==> src/rtl/signed_operand_conditioner_pkg.sv <==
// signed_operand_conditioner shared types
// default widths, buffer entry layout, occupancy encoding
package signed_operand_conditioner_pkg;

    localparam int OP_W      = 12;
    localparam int BUF_DEPTH = 2;
    localparam int PTR_W     = $clog2(BUF_DEPTH);

    typedef struct packed {
        logic [OP_W-1:0] mag_a;
        logic [OP_W-1:0] mag_b;
        logic            neg;
        logic            zero;
    } entry_t;

    typedef enum logic [1:0] {
        OCC_EMPTY,
        OCC_PARTIAL,
        OCC_FULL
    } occ_t;

    function automatic int cnt_width(input int depth);
        return $clog2(depth + 1);
    endfunction

endpackage

==> src/rtl/signed_operand_conditioner_abs_convert.sv <==
// abs_convert
// two's complement (or pass-through) to magnitude
module abs_convert #(
    parameter int WIDTH = 12
) (
    input  logic [WIDTH-1:0] x,
    input  logic             is_signed,
    output logic [WIDTH-1:0] mag,
    output logic             is_zero
);

    // negate only negative signed values; most-negative maps to itself
    always_comb begin
        mag = x;
        if (is_signed && x[WIDTH-1]) begin
            mag = ~x + WIDTH'(1);
        end
        is_zero = (mag == '0);
    end

endmodule

==> src/rtl/signed_operand_conditioner.sv <==
// signed_operand_conditioner
// operand magnitude/sign front end with elastic output buffer
module signed_operand_conditioner
    import signed_operand_conditioner_pkg::*;
#(
    parameter int WIDTH = OP_W,
    parameter int DEPTH = BUF_DEPTH
) (
    input  logic                        clk,
    input  logic                        reset_n,
    input  logic                        clear,
    input  logic                        in_valid,
    output logic                        in_ready,
    input  logic [WIDTH-1:0]            in_a,
    input  logic [WIDTH-1:0]            in_b,
    input  logic                        in_signed,
    output logic                        out_valid,
    input  logic                        out_ready,
    output logic [WIDTH-1:0]            out_mag_a,
    output logic [WIDTH-1:0]            out_mag_b,
    output logic                        out_neg,
    output logic                        out_zero,
    output logic [cnt_width(DEPTH)-1:0] count
);

    localparam int AW = (DEPTH == BUF_DEPTH) ? PTR_W : $clog2(DEPTH);
    localparam int CW = cnt_width(DEPTH);

    logic [WIDTH-1:0] mag_a;
    logic [WIDTH-1:0] mag_b;
    logic             zero_a;
    logic             zero_b;
    entry_t           wr_entry;
    entry_t           head;
    entry_t           mem [DEPTH];
    logic [AW-1:0]    wr_ptr;
    logic [AW-1:0]    rd_ptr;
    logic [CW-1:0]    cnt;
    occ_t             occ;
    logic             push;
    logic             pop;

    abs_convert #(.WIDTH(WIDTH)) u_abs_a (
        .x         (in_a),
        .is_signed (in_signed),
        .mag       (mag_a),
        .is_zero   (zero_a)
    );

    abs_convert #(.WIDTH(WIDTH)) u_abs_b (
        .x         (in_b),
        .is_signed (in_signed),
        .mag       (mag_b),
        .is_zero   (zero_b)
    );

    // combine both operands into one entry; a zero product is never negative
    always_comb begin
        wr_entry       = '0;
        wr_entry.mag_a = mag_a;
        wr_entry.mag_b = mag_b;
        wr_entry.zero  = zero_a | zero_b;
        wr_entry.neg   = in_signed
                       & (in_a[WIDTH-1] ^ in_b[WIDTH-1])
                       & ~(zero_a | zero_b);
    end

    // occupancy class and handshake decode
    always_comb begin
        occ = OCC_PARTIAL;
        if (cnt == '0) begin
            occ = OCC_EMPTY;
        end else if (cnt == CW'(DEPTH)) begin
            occ = OCC_FULL;
        end
        out_valid = (occ != OCC_EMPTY);
        in_ready  = (occ != OCC_FULL) | out_ready;
        push      = in_valid & in_ready;
        pop       = out_valid & out_ready;
    end

    // circular buffer, pointers and explicit occupancy count
    always_ff @(posedge clk or negedge reset_n) begin
        if (!reset_n) begin
            wr_ptr <= '0;
            rd_ptr <= '0;
            cnt    <= '0;
            for (int i = 0; i < DEPTH; i++) begin
                mem[i] <= '0;
            end
        end else if (clear) begin
            wr_ptr <= '0;
            rd_ptr <= '0;
            cnt    <= '0;
        end else begin
            if (push) begin
                mem[wr_ptr] <= wr_entry;
                wr_ptr      <= wr_ptr + AW'(1);
            end
            if (pop) begin
                rd_ptr <= rd_ptr + AW'(1);
            end
            if (push && !pop) begin
                cnt <= cnt + CW'(1);
            end else if (pop && !push) begin
                cnt <= cnt - CW'(1);
            end
        end
    end

    // head entry drives the consumer side
    always_comb begin
        head      = mem[rd_ptr];
        out_mag_a = head.mag_a;
        out_mag_b = head.mag_b;
        out_neg   = head.neg;
        out_zero  = head.zero;
        count     = cnt;
    end

endmodule

==> config.mk <==
export PLATFORM = sky130hd
export DESIGN_NAME = signed_operand_conditioner
export DESIGN_NICKNAME = d
export VERILOG_FILES = /design/src/rtl/signed_operand_conditioner_pkg.sv /design/src/rtl/signed_operand_conditioner_abs_convert.sv /design/src/rtl/signed_operand_conditioner.sv
export SDC_FILE = /design/constraint.sdc
export NUM_CORES = 1
export LEC_CHECK = 0
export CAP_MARGIN = 15
export CORE_MARGIN = 2
export CORE_UTILIZATION = 53
export DETAILED_ROUTE_END_ITERATION = 12
export PLACE_DENSITY = 0.78
export REMOVE_ABC_BUFFERS = 1
export SYNTH_ARGS = -nofsm -noshare
export SYNTH_HDL_FRONTEND = slang
export SYNTH_SLANG_ARGS = --single-unit
==> constraint.sdc <==
create_clock -name clk -period 2.42 [get_ports clk]
set_input_delay 0.726 -clock clk [delete_from_list [all_inputs] [get_ports clk]]
set_output_delay 0.726 -clock clk [all_outputs]
set_load 0.005 [all_outputs]
# After elaboration in Yosys (flattened, before gate mapping)
# Index checks and enable logic that the tools add are counted.
# word_totals
inputBits	30
word_cells	67
output_inout_bits	30
regBits	56
# op_classes
n_mux	17
add_sub_neg	6
reduce_logical	15
magnitude_cmp	3
bitwise	13
eq_ne	2
# op_table
cell	n
$mux 26	4
$bwmux 52	1
$demux 26 s1	1
$add 12x1->12 const B	2
$logic_not 12->1	2
$mux 12	2
$not 12->12	2
$mux 2	5
$reduce_bool 2->1	3
$logic_and 1x1->1	5
$and 1x1->1	4
$ge 2x2->1 const B	2
$mux 1	4
$not 1->2	2
$reduce_bool 3->1	1
$add 1x1->1 const B	2
$add 2x1->2 const B	1
$eq 2x2->1 const B	1
$logic_not 1->1	2
$logic_not 2->1	1
$lt 2x1->1 const B	1
$ne 2x2->1 const B	1
$not 1->1	2
$or 1x1->1	2
other kinds (3)	3

# Logic depth before layout (Yosys ltp)
# Gate-level depths: netlist of run 1.
# depth
word_depth	11
ltp_mapped	8
mapped_depth_nobuf	8

# Cells and area by module
# From an unflattened synthesis of run 1, not the netlist that was laid out.
# hier_totals
cells_unflattened	299
area_unflattened_um2	3513.4
# by_module_without_submodules
mod	seq_area_each_um2	instances	cells_each	area_each_um2
signed_operand_conditioner	1401.3	1	167	2591.2
abs_convert (u_abs_b)	0.0	1	66	471.7
abs_convert (u_abs_a)	0.0	1	66	450.4

# Least setup slack after synthesis of run 1
# No wires, ideal clock.
# synth_timing
path_type	input -> register
startpoint	input port in_a[0]
endpoint	register mem[0] (netlist name)
path_buffers	0
setup_slack_ns	0.183
t_arrival_ns	2.113
setup_time_ns	0.125
required_time_ns	2.295
cell_stages	8
path_cell_list	inv_1 -> ha_1 -> nor2b_1 -> a31o_2 -> a211o_1 -> o2111ai_2 -> o22ai_2 -> mux2_2
# synth_between
elab_chain_len	6
# synth_lines
item	line_no	source
start, declared	signed_operand_conditioner.sv:14	input logic [WIDTH-1:0] in_a,
$not 12->12	signed_operand_conditioner_abs_convert.sv:16	mag = ~x + WIDTH'(1);
$add 12x1->12	signed_operand_conditioner_abs_convert.sv:16	
$mux 12 *	signed_operand_conditioner_abs_convert.sv:15	if (is_signed && x[WIDTH-1]) begin
$logic_not 12->1 *	signed_operand_conditioner_abs_convert.sv:18	is_zero = (mag == '0);
$or 1x1->1 *	signed_operand_conditioner.sv:62	wr_entry.zero = zero_a | zero_b;
$bwmux 52 *	signed_operand_conditioner.sv:97	mem[wr_ptr] <= wr_entry;
end signal, assigned by index	signed_operand_conditioner.sv:97	
end, declared	signed_operand_conditioner.sv:35	entry_t mem [DEPTH];
# Every way passes the cells marked *; elsewhere a longest branch is shown, timed or not.
# A chain may end at the register's enable or synchronous reset.

# Worst setup path after layout of run 1
# layout_timing
startpoint	register rd_ptr
endpoint	output port out_mag_a[0]
# layout_between
elab_chain_len	4
# layout_lines
item	line_no	source
start, declared	signed_operand_conditioner.sv:37	logic [AW-1:0] rd_ptr;
start signal, assigned	signed_operand_conditioner.sv:101	rd_ptr <= rd_ptr + AW'(1);
$not 1->2 (not written as such)	signed_operand_conditioner.sv:113	head = mem[rd_ptr];
$mux 26 (not written as such) (3 in a row)	signed_operand_conditioner.sv:113	
end, declared	signed_operand_conditioner.sv:19	output logic [WIDTH-1:0] out_mag_a,
# No other way between the ends. The select of a mux whose other input is x is not followed.

==> results_dict.tcl, run 1 <==
set metrics [dict create \
    outcome "finished clean" \
    start_util 0.5523 \
    place_area_mm2 0.004463 \
    synth-seq-area-share 0.4260 \
    fin_worst_skew_ns 0.001780 \
    synthSimpleGateAreaFrac 0.1967 \
    gp_congestion 0.9075 \
    clk_pin_slew_ns 0.09 \
    hold_viol_final 0 \
    final_area_mm2 0.004603 \
    dieArea_mm2 0.006853 \
    fmax_mhz 417.5 \
    vias 3082 \
    numCtsBuffers 5 \
    tritoncts "done" \
    cts_buffer_depth 2 \
    synth_compound_area_frac 0.1620 \
    wl_per_cell_um 15.53 \
    worstSetupPathType "flop to output port" \
    cp_cell_sequence "buf_4 > mux2_2 > clkdlybuf4s50_1" \
    async_flop_share 1.000 \
    cpMaxStageDelayCell "clkdlybuf4s50_1" \
    start_kind "flop" \
    grt_pass1_wl_mm 13.39 \
    synth_area_leaders "dfrtp_1 (43%), mux2_2 (9.2%), o21ai_0 (8.1%)" \
    syn_to_final_growth_pct 39.94 \
    rsz0062_at_grt "true" \
    n_antenna_cell 0 \
    synth_top_flop_cell "dfrtp_1" \
    total_power_uw 2633 \
    synth_edf_count 0 \
    crit_buf_inv 2 \
    core_mm2 0.005956 \
    grt_overflow 0 \
    grt_max_degree 57 \
    tightest_slew_ns 0.7189 \
    port_buffers 59 \
    fin_tns_setup_ns 0 \
    final_common_cell "buf_4" \
    dieHeight_um 82.78 \
    worst-path-max-fanout 5 \
    clock_sinks 56 \
    grt_pass1_vias 2996 \
    synth_top_family_by_area "simple AND/OR/NAND/NOR gates" \
    vias_per_cell 5.563 \
    slew_viol_final 0 \
    grt_usage 0.2535 \
    die_w_um 82.78 \
    p_per_area_mw_per_mm2 571.9 \
    syn_inst 359 \
    peakVddDrop_uv 430.0 \
    netlist.top_cell.by_area "dfrtp_1" \
    hpwl_mm 6.095 \
    synthDistinctLibCells 52 \
    htreeDepth 2 \
    synth_xor_area_frac 0.05591 \
    floorplan.rows 28 \
    drive_gt1_frac 0.2797 \
    drt_pass1_iterations 4 \
    synthAdderAreaFrac 0.01521 \
    cap_violations 0 \
    critPathTopFamily "buffers and inverters" \
    endpoint_kind "output port" \
    io_pins 60 \
    cts-root-buf "clkbuf_8" \
    required_ns 1.69 \
    routed_wl_mm 8.604 \
    synth_area_mm2 0.003289 \
    final_cell_mix "buf_4 (73), nand2_1 (62), dfrtp_1 (55)" \
    slew_headroom 0.5207 \
    yosys_warnings 0 \
    ys_ff_latch 56 \
    antenna_found_initial 0 \
    fin_crit_ns 2.395 \
    drt_first_iter_violations 189 \
    muxShareOfSynthArea 0.1061 \
    final_util 0.7729 \
    avgSynthCellArea_um2 9.163 \
    insertion_delay_ns 0.31 \
    holdWs_ns 0.4795 \
    ctsHoldBuffers 0 \
    nets 512 \
    leakage_uw 0.002165 \
    min_path_type "flop to flop" \
    crit_path_max_incr_delay_ns 0.45 \
    period_share 0.9898 \
    ant_nets 0 \
    drc 0 \
    setup_violations 0 \
    synth.top_cell.area_share 0.4260 \
    worstPathArrival_ns 1.67 \
]
-- repair_timing --
item / CTS / global route
pin swaps: 1 / 0
buffers inserted: 1 / 1
resized for setup: 28 / 11
endpoints found under the setup margin: 28 / 11
endpoints found under the hold margin: 0 / 0
gates cloned: 0 / 1
-- tightest hold or removal path, stage by stage, from the launching register on --
cell	delay, ns
dfrtp_1	0.35
nand2_1	0.04
o21ai_0	0.06
-- metrics by stage --
stage	setup slack, ns	std cells
final	0.02478	554
after global routing	-0.01563	554
after CTS	-0.04975	552
after detailed placement	-0.4300	543
after global placement	-0.3705	543
after floorplan	-0.1053	335
-- kinds of logic after synthesis --
kind of cell               after synthesis
and+or+nand+nor                        127
adders and majority gates                4
muxes                                   31
DFF                                     56
buffers and inverters                   31
AOI/OAI and AO/OA                       89
xor gates and xnor gates                21
-- sequential cells by signal (all words and copies together) (netlist names) --
signal / cells
mem: 52
count: 2
rd_ptr: 1
wr_ptr: 1
-- power by group --
| group | switching [µW] | leakage (µW) | internal [µW] |
|---|---|---|---|
| sequential | 112 | 0.000708 | 1150 |
| combinational | 382 | 0.00141 | 473 |
| clock | 285 | 0.0000455 | 234 |
| total | 779 | 0.00216 | 1850 |
-- synthesized netlist by cell type, types with 2 or more instances --
cell,n
nand2_1,63
dfrtp_1,56
o21ai_0,53
mux2_2,27
nor2_1,18
clkbuf_1,16
xnor2_1,15
a21oi_1,8
a31oi_1,8
buf_2,7
inv_1,7
xor2_1,6
nor3_1,5
ha_1,4
nand2b_1,4
nand3_1,4
o31ai_1,4
and4_1,3
mux2i_1,3
nand4_1,3
nand4b_1,3
nor2b_1,3
or3_1,3
a211o_1,2
a31o_2,2
and2_1,2
and3_1,2
nor4_1,2
o211ai_1,2
o221ai_1,2
-- per-layer routing --
metal  global-route usage  share of wire  routed length [µm]  up-vias
li1                     -              -                   -     1516
met1               0.3271           0.44                3776     1468
met2               0.4452           0.50                4317       89
met3              0.03680          0.048                 409        9
met4              0.06885          0.012                 101        0
met5                    0              0                   0        -
-- final cells by class --
| cell class | count | area, µm² |
|---|---|---|
| clock buffers | 8 | 90.09 |
| fillers | 459 | 1353 |
| inverters | 7 | 26.28 |
| multi-input cells | 272 | 1792 |
| flip-flops and latches | 56 | 1403 |
| well taps | 75 | 93.84 |
| repair buffers | 136 | 1199 |
-- final timing paths --
| check | from | end | slack (ns) | cells past startpoint |
|---|---|---|---|---|
| max in group asynchronous | reset_n | rd_ptr | 1.38 | 2 |
| max reg2reg | count[1] | mem[27] | 0.68 | 5 |
| min in group asynchronous | reset_n | mem[16] | 0.54 | 2 |
| max | rd_ptr | out_mag_a[0] | 0.02 | 3 |
| min reg2reg | mem[10] | mem[10] | 0.48 | 2 |
| min | mem[10] | mem[10] | 0.48 | 2 |
(Power assumes the default switching activity.)
==> run 2: changes to the inputs <==
Settings changed: SLEW_MARGIN set to 20.
==> results of run 2 <==
The final DEF is identical to that of run 1; final timing and power are the same.
==> run 3: changes to the inputs <==
Settings changed: SLEW_MARGIN 20 to 0.
==> results of run 3 <==
The final DEF is identical to that of run 1; final timing and power are the same.
